### src/rtl/aquila_pkg.sv
// ============================================================================
// Module      : aquila_pkg
// Description : Shared RV32 encodings and the decode control bundle.
// Revision    : 1.0 - initial release
// ============================================================================
`default_nettype none

package aquila_pkg;

    localparam logic [3:0] C_ALU_ADD  = 4'd0;
    localparam logic [3:0] C_ALU_SUB  = 4'd1;
    localparam logic [3:0] C_ALU_SLL  = 4'd2;
    localparam logic [3:0] C_ALU_SLT  = 4'd3;
    localparam logic [3:0] C_ALU_SLTU = 4'd4;
    localparam logic [3:0] C_ALU_XOR  = 4'd5;
    localparam logic [3:0] C_ALU_SRL  = 4'd6;
    localparam logic [3:0] C_ALU_SRA  = 4'd7;
    localparam logic [3:0] C_ALU_OR   = 4'd8;
    localparam logic [3:0] C_ALU_AND  = 4'd9;
    localparam logic [3:0] C_ALU_PASS = 4'd10;

    localparam logic [1:0] C_WB_ALU = 2'd0;
    localparam logic [1:0] C_WB_MEM = 2'd1;
    localparam logic [1:0] C_WB_PC4 = 2'd2;

    localparam logic [6:0] C_OPC_LUI    = 7'b0110111;
    localparam logic [6:0] C_OPC_AUIPC  = 7'b0010111;
    localparam logic [6:0] C_OPC_JAL    = 7'b1101111;
    localparam logic [6:0] C_OPC_JALR   = 7'b1100111;
    localparam logic [6:0] C_OPC_BRANCH = 7'b1100011;
    localparam logic [6:0] C_OPC_LOAD   = 7'b0000011;
    localparam logic [6:0] C_OPC_STORE  = 7'b0100011;
    localparam logic [6:0] C_OPC_OPIMM  = 7'b0010011;
    localparam logic [6:0] C_OPC_OP     = 7'b0110011;

    typedef struct packed {
        logic       reg_write;
        logic       is_load;
        logic       is_store;
        logic       is_branch;
        logic       is_jal;
        logic       is_jalr;
        logic       opa_sel;
        logic       opb_sel;
        logic [1:0] mem_to_reg;
        logic [3:0] alu_op;
    } ctrl_t;

endpackage

`default_nettype wire

### src/rtl/hazard_unit.sv
// ============================================================================
// Module      : hazard_unit
// Description : Combinational load-use detection between EX and ID.
// Revision    : 1.0 - initial release
// ============================================================================
`default_nettype none

module hazard_unit (
    input  logic       i_ex_valid,
    input  logic       i_ex_is_load,
    input  logic [4:0] i_ex_rd,
    input  logic       i_id_valid,
    input  logic       i_uses_rs1,
    input  logic       i_uses_rs2,
    input  logic [4:0] i_rs1,
    input  logic [4:0] i_rs2,
    output logic       o_lu
);

    logic w_hit_rs1;
    logic w_hit_rs2;

    assign w_hit_rs1 = i_uses_rs1 && (i_rs1 == i_ex_rd);
    assign w_hit_rs2 = i_uses_rs2 && (i_rs2 == i_ex_rd);

    // x0 is never a real dependency, so a load targeting it cannot stall.
    assign o_lu = i_ex_valid && i_ex_is_load && (i_ex_rd != 5'd0) &&
                  i_id_valid && (w_hit_rs1 || w_hit_rs2);

endmodule

`default_nettype wire

### src/rtl/id_ex_reg.sv
// ============================================================================
// Module      : id_ex_reg
// Description : ID/EX pipeline register with stall/flush/bubble policy.
//               Load-use detection enabled by defining AQUILA_LOAD_USE_EN.
// Revision    : 1.0 - initial release
// ============================================================================
`default_nettype none

module id_ex_reg
    import aquila_pkg::*;
(
    input  logic        clk,
    input  logic        rst,
    input  logic        id_valid,
    input  logic [31:0] id_pc,
    input  logic [31:0] id_instr,
    input  logic [31:0] id_rs1_data,
    input  logic [31:0] id_rs2_data,
    input  logic [31:0] id_imm,
    input  logic        id_uses_rs1,
    input  logic        id_uses_rs2,
    input  logic        dec_reg_write,
    input  logic        dec_is_load,
    input  logic        dec_is_store,
    input  logic        dec_is_branch,
    input  logic        dec_is_jal,
    input  logic        dec_is_jalr,
    input  logic        dec_opa_sel,
    input  logic        dec_opb_sel,
    input  logic [1:0]  dec_mem_to_reg,
    input  logic [3:0]  dec_alu_op,
    input  logic        ex_stall,
    input  logic        flush,
    output logic        id_stall,
    output logic        ex_valid,
    output logic [31:0] ex_pc,
    output logic [31:0] ex_rs1_data,
    output logic [31:0] ex_rs2_data,
    output logic [31:0] ex_imm,
    output logic [4:0]  ex_rd,
    output logic [4:0]  ex_rs1,
    output logic [4:0]  ex_rs2,
    output logic [2:0]  ex_funct3,
    output logic        ex_reg_write,
    output logic        ex_is_load,
    output logic        ex_is_store,
    output logic        ex_is_branch,
    output logic        ex_is_jal,
    output logic        ex_is_jalr,
    output logic        ex_opa_sel,
    output logic        ex_opb_sel,
    output logic [1:0]  ex_mem_to_reg,
    output logic [3:0]  ex_alu_op
);

    logic [4:0]  w_rd;
    logic [4:0]  w_rs1;
    logic [4:0]  w_rs2;
    logic [2:0]  w_funct3;
    logic        w_unused_instr;
    ctrl_t       w_dec_ctrl;
    logic        w_lu;

    logic        r_valid;
    logic [31:0] r_pc;
    logic [31:0] r_rs1_data;
    logic [31:0] r_rs2_data;
    logic [31:0] r_imm;
    logic [4:0]  r_rd;
    logic [4:0]  r_rs1;
    logic [4:0]  r_rs2;
    logic [2:0]  r_funct3;
    ctrl_t       r_ctrl;

    assign w_rd           = id_instr[11:7];
    assign w_rs1          = id_instr[19:15];
    assign w_rs2          = id_instr[24:20];
    assign w_funct3       = id_instr[14:12];
    assign w_unused_instr = ^{id_instr[31:25], id_instr[6:0]};

    assign w_dec_ctrl = '{
        reg_write:  dec_reg_write,
        is_load:    dec_is_load,
        is_store:   dec_is_store,
        is_branch:  dec_is_branch,
        is_jal:     dec_is_jal,
        is_jalr:    dec_is_jalr,
        opa_sel:    dec_opa_sel,
        opb_sel:    dec_opb_sel,
        mem_to_reg: dec_mem_to_reg,
        alu_op:     dec_alu_op
    };

`ifdef AQUILA_LOAD_USE_EN
    hazard_unit u_hazard_unit (
        .i_ex_valid   (r_valid),
        .i_ex_is_load (r_ctrl.is_load),
        .i_ex_rd      (r_rd),
        .i_id_valid   (id_valid),
        .i_uses_rs1   (id_uses_rs1),
        .i_uses_rs2   (id_uses_rs2),
        .i_rs1        (w_rs1),
        .i_rs2        (w_rs2),
        .o_lu         (w_lu)
    );
`else
    assign w_lu = 1'b0;
`endif

    assign id_stall = (ex_stall | w_lu) & ~flush;

    // Flush beats stall; a load-use bubble only lands once EX can move.
    always_ff @(posedge clk) begin
        if (rst || flush || (!ex_stall && w_lu)) begin
            r_valid    <= 1'b0;
            r_pc       <= 32'd0;
            r_rs1_data <= 32'd0;
            r_rs2_data <= 32'd0;
            r_imm      <= 32'd0;
            r_rd       <= 5'd0;
            r_rs1      <= 5'd0;
            r_rs2      <= 5'd0;
            r_funct3   <= 3'd0;
            r_ctrl     <= '0;
        end else if (!ex_stall) begin
            r_valid    <= id_valid;
            r_pc       <= id_pc;
            r_rs1_data <= id_rs1_data;
            r_rs2_data <= id_rs2_data;
            r_imm      <= id_imm;
            r_rd       <= (id_valid && dec_reg_write) ? w_rd : 5'd0;
            r_rs1      <= id_uses_rs1 ? w_rs1 : 5'd0;
            r_rs2      <= id_uses_rs2 ? w_rs2 : 5'd0;
            r_funct3   <= w_funct3;
            r_ctrl     <= id_valid ? w_dec_ctrl : '0;
        end
    end

    assign ex_valid      = r_valid;
    assign ex_pc         = r_pc;
    assign ex_rs1_data   = r_rs1_data;
    assign ex_rs2_data   = r_rs2_data;
    assign ex_imm        = r_imm;
    assign ex_rd         = r_rd;
    assign ex_rs1        = r_rs1;
    assign ex_rs2        = r_rs2;
    assign ex_funct3     = r_funct3;
    assign ex_reg_write  = r_ctrl.reg_write;
    assign ex_is_load    = r_ctrl.is_load;
    assign ex_is_store   = r_ctrl.is_store;
    assign ex_is_branch  = r_ctrl.is_branch;
    assign ex_is_jal     = r_ctrl.is_jal;
    assign ex_is_jalr    = r_ctrl.is_jalr;
    assign ex_opa_sel    = r_ctrl.opa_sel;
    assign ex_opb_sel    = r_ctrl.opb_sel;
    assign ex_mem_to_reg = r_ctrl.mem_to_reg;
    assign ex_alu_op     = r_ctrl.alu_op;

endmodule

`default_nettype wire

### config.mk
export PLATFORM = sky130hd
export DESIGN_NAME = id_ex_reg
export DESIGN_NICKNAME = d
export VERILOG_FILES = /design/src/rtl/aquila_pkg.sv /design/src/rtl/hazard_unit.sv /design/src/rtl/id_ex_reg.sv
export SDC_FILE = /design/constraint.sdc
export NUM_CORES = 1
export LEC_CHECK = 0
export BUFFER_PORTS_ARGS = -buffer_cell sky130_fd_sc_hd__buf_2
export CORE_ASPECT_RATIO = 2
export CORE_MARGIN = 2
export CORE_UTILIZATION = 35
export DETAILED_ROUTE_END_ITERATION = 7
export PLACE_DENSITY = 0.79
export SYNTH_ARGS = -nofsm -noshare
export SYNTH_HDL_FRONTEND = slang
export SYNTH_SLANG_ARGS = --single-unit
### constraint.sdc
create_clock -name clk -period 0.9 [get_ports clk]
set_input_delay 0.09 -clock clk [delete_from_list [all_inputs] [get_ports clk]]
set_output_delay 0.09 -clock clk [all_outputs]
set_load 0.02 [all_outputs]
==> flow_metrics.env <==
export IMPL_outcome="complete, but fails checks"
export IMPL_violations="setup timing"
export IMPL_initial_core_util_pct=35.3
export IMPL_insertion_delay_ps=420
export IMPL_htreeDepth=4
export IMPL_dr_pass1_iters=5
export IMPL_critPathBufInv=1
export IMPL_wl_per_cell_um=19.0
export IMPL_p_leak_nw=5.36
export IMPL_final_setup_tns_ps=-9470
export IMPL_min_period_ps=995
export IMPL_cellPowerDensity_nw_per_um2=1530
export IMPL_setup_viol_count_final=162
export IMPL_crit_slowest_cell="dfxtp_4"
export IMPL_rsz0062_at_grt="yes"
export IMPL_hold_class="input pin to register"
export IMPL_regArea_um2=3430
export IMPL_finalHoldViolCount=0
export IMPL_row_count=67
export IMPL_hpwl_um=12200
export IMPL_worstMarginPinSlew_ps=287
export IMPL_post_dp_cell_area_um2=7670
export IMPL_syn_inst=555
export IMPL_fillers=986
export IMPL_ys_types=15
export IMPL_grt_pass1_wl_um=35400
export IMPL_reg2reg_to="ex_rs2_data[8]"
export IMPL_critical_path_arrival_ps=910
export IMPL_path_depth=1
export IMPL_regToRegSetupSlack_ps=-10
export IMPL_crit_chain="buf_6"
export IMPL_ir_drop_v=0.00123
export IMPL_holdWs_ps=126
export IMPL_fin_crit_sh_pct=111
export IMPL_crit_fanout=2
export IMPL_fp_dieH_um=187
export IMPL_cts_buffer_depth=2
export IMPL_io_buffers=328
export IMPL_core_um2=16600
export IMPL_relSlewSlack_pct=80.8
export IMPL_gp_congestion=0.721
export IMPL_skew_ps=0
export IMPL_cts_root_buf="clkbuf_16"
export IMPL_grt_usage_pct=25.7
export IMPL_cts_sinks=161
export IMPL_crit_reg2reg_launch="ex_rs2_data[8]"
export IMPL_routed_wirelength_um=24800
export IMPL_startpoint_type="register"
export IMPL_tritoncts="built"
export IMPL_seq_area_frac_synth_pct=55.0
export IMPL_path_delay_family="flip-flops"
export IMPL_worstRegToRegCells=4
export IMPL_vias=6389
export IMPL_fmax_ghz=1.00
export IMPL_setup_ws_ps=-95.2
export IMPL_grt_pass1_vias=6642
export IMPL_worst_setup_path_end_kind="primary output"
export IMPL_die_w_um=95.5
export IMPL_ant_nets=0
export IMPL_drtIter0Drc=242
export IMPL_netlist_area_um2=5860
export IMPL_drc=0
export IMPL_slowest_delay_ps=370
export IMPL_cp_endpoint="ex_pc[3]"
export IMPL_grt_overflow=0
export IMPL_cp_startpoint="ex_pc[3]"
export IMPL_cap_violations=0
export IMPL_cp_required_ps=810
export IMPL_die_area_um2=17900
export IMPL_ys_seq_elements=161
export IMPL_syn_avg_cell_area_um2=10.6
export IMPL_clk_pin_slew_ps=60
export IMPL_stdcell_area_um2=11400
export IMPL_slew_viol_final=0
export IMPL_pin_count=343
export IMPL_grt_antenna_before_repair=1
export IMPL_syn_to_final_growth_pct=94.9
export IMPL_multi_input_area_um2=2310
export IMPL_cts_buffers=17
export IMPL_critPathKind="register to primary output"
export IMPL_vias_per_cell=4.90
export IMPL_drive_gt1_share_pct=53.0
export IMPL_layout_nets=1264
export IMPL_synth_nets=736
export IMPL_ys_warn_count=0
export IMPL_grt_max_degree=66
stage by stage:
| step | power, mW | cells | utilization [%] | worst slack [ps] |
|---|---|---|---|---|
| 6_report | 17.4 | 1304 | 68.8 | -95.2 |
| 5_1_grt | 17.9 | 1304 | 68.8 | -112 |
| 3_5_place_dp | 9.45 | 1064 | 46.2 | -97.1 |
| 3_3_place_gp | 9.40 | 1064 | 46.2 | -58.0 |
| 4_1_cts | 17.3 | 1263 | 67.0 | -124 |
| 2_1_floorplan | 8.69 | 555 | - | 49.5 |
cell usage after synthesis (all sizes together):
library cell	number	area share, %
dfxtp	161	55
mux2i	132	23
nor2	132	8.5
buf	34	5.1
a21oi	29	2.5
nand2	29	1.9
nand3b	24	3.1
clkbuf	7	0.45
nand4b	5	0.75
and2b	1	0.13
or2	1	0.11
timing repair:
action                                  CTS  global route
hold buffers                            162             0
endpoints found under the hold margin   160             0
gates resized for setup                 484             3
buffers inserted                          7            39
endpoints found under the setup margin  162           161
placed cells by master (no fill, tap or decap):
cell type	count
a21oi_1	29
and2b_1	1
buf_12	9
buf_2	166
buf_4	51
buf_6	161
bufinv_16	1
clkbuf_1	2
clkbuf_16	17
clkbuf_8	5
clkinv_2	1
clkinvlp_4	6
dfxtp_2	158
dfxtp_4	3
diode_2	2
dlygate4sd3_1	162
mux2i_1	131
mux2i_2	1
nand2_1	29
nand3b_1	24
nand4b_1	5
nor2_1	132
or2_4	1
kinds of logic after synthesis:
group,after synthesis,synth area share [%]
buffers and inverters,41,5.59
AOI/OAI and AO/OA,29,2.48
muxes,132,22.5
DFF,161,55.0
and+or+nand+nor,192,14.4
cell type report:
class	count	share of cell area [%]
timing repair buffer	550	42.4
sequential	161	30.1
multi-input combinational	353	20.3
clock buffer	23	4.27
tap	207	2.27
clock inverter	8	0.701
antenna	2	0.0438
power by group:
| part | switching (mW) | internal, mW | total, mW | leakage, nW |
|---|---|---|---|---|
| Sequential | 0.180 | 7.38 | 7.56 | 1.38 |
| Clock | 2.89 | 4.09 | 6.98 | 0.260 |
| Combinational | 1.27 | 1.61 | 2.88 | 3.72 |
| Total | 4.35 | 13.1 | 17.4 | 5.36 |
how the worst min path moves through the flow:
stage                   start  cells past startpoint  slack [ps]        endpoint
2_1_floorplan    id_instr[12]                      2         230    ex_funct3[0]
5_1_grt              id_valid                      4         120    ex_is_branch
6_report             id_valid                      4         130    ex_is_branch
3_5_place_dp       id_imm[18]                      3         330      ex_imm[18]
4_1_cts              id_valid                      4         100    ex_reg_write
3_3_place_gp   id_rs2_data[5]                      3         320  ex_rs2_data[5]
per-layer routing:
metal  track usage, %  routed length [um]
met5                0                   0
met4             12.1                 959
met2             43.8               12000
met3             7.86                2490
met1             28.6                9380
Power figures use the tool's default switching activity.
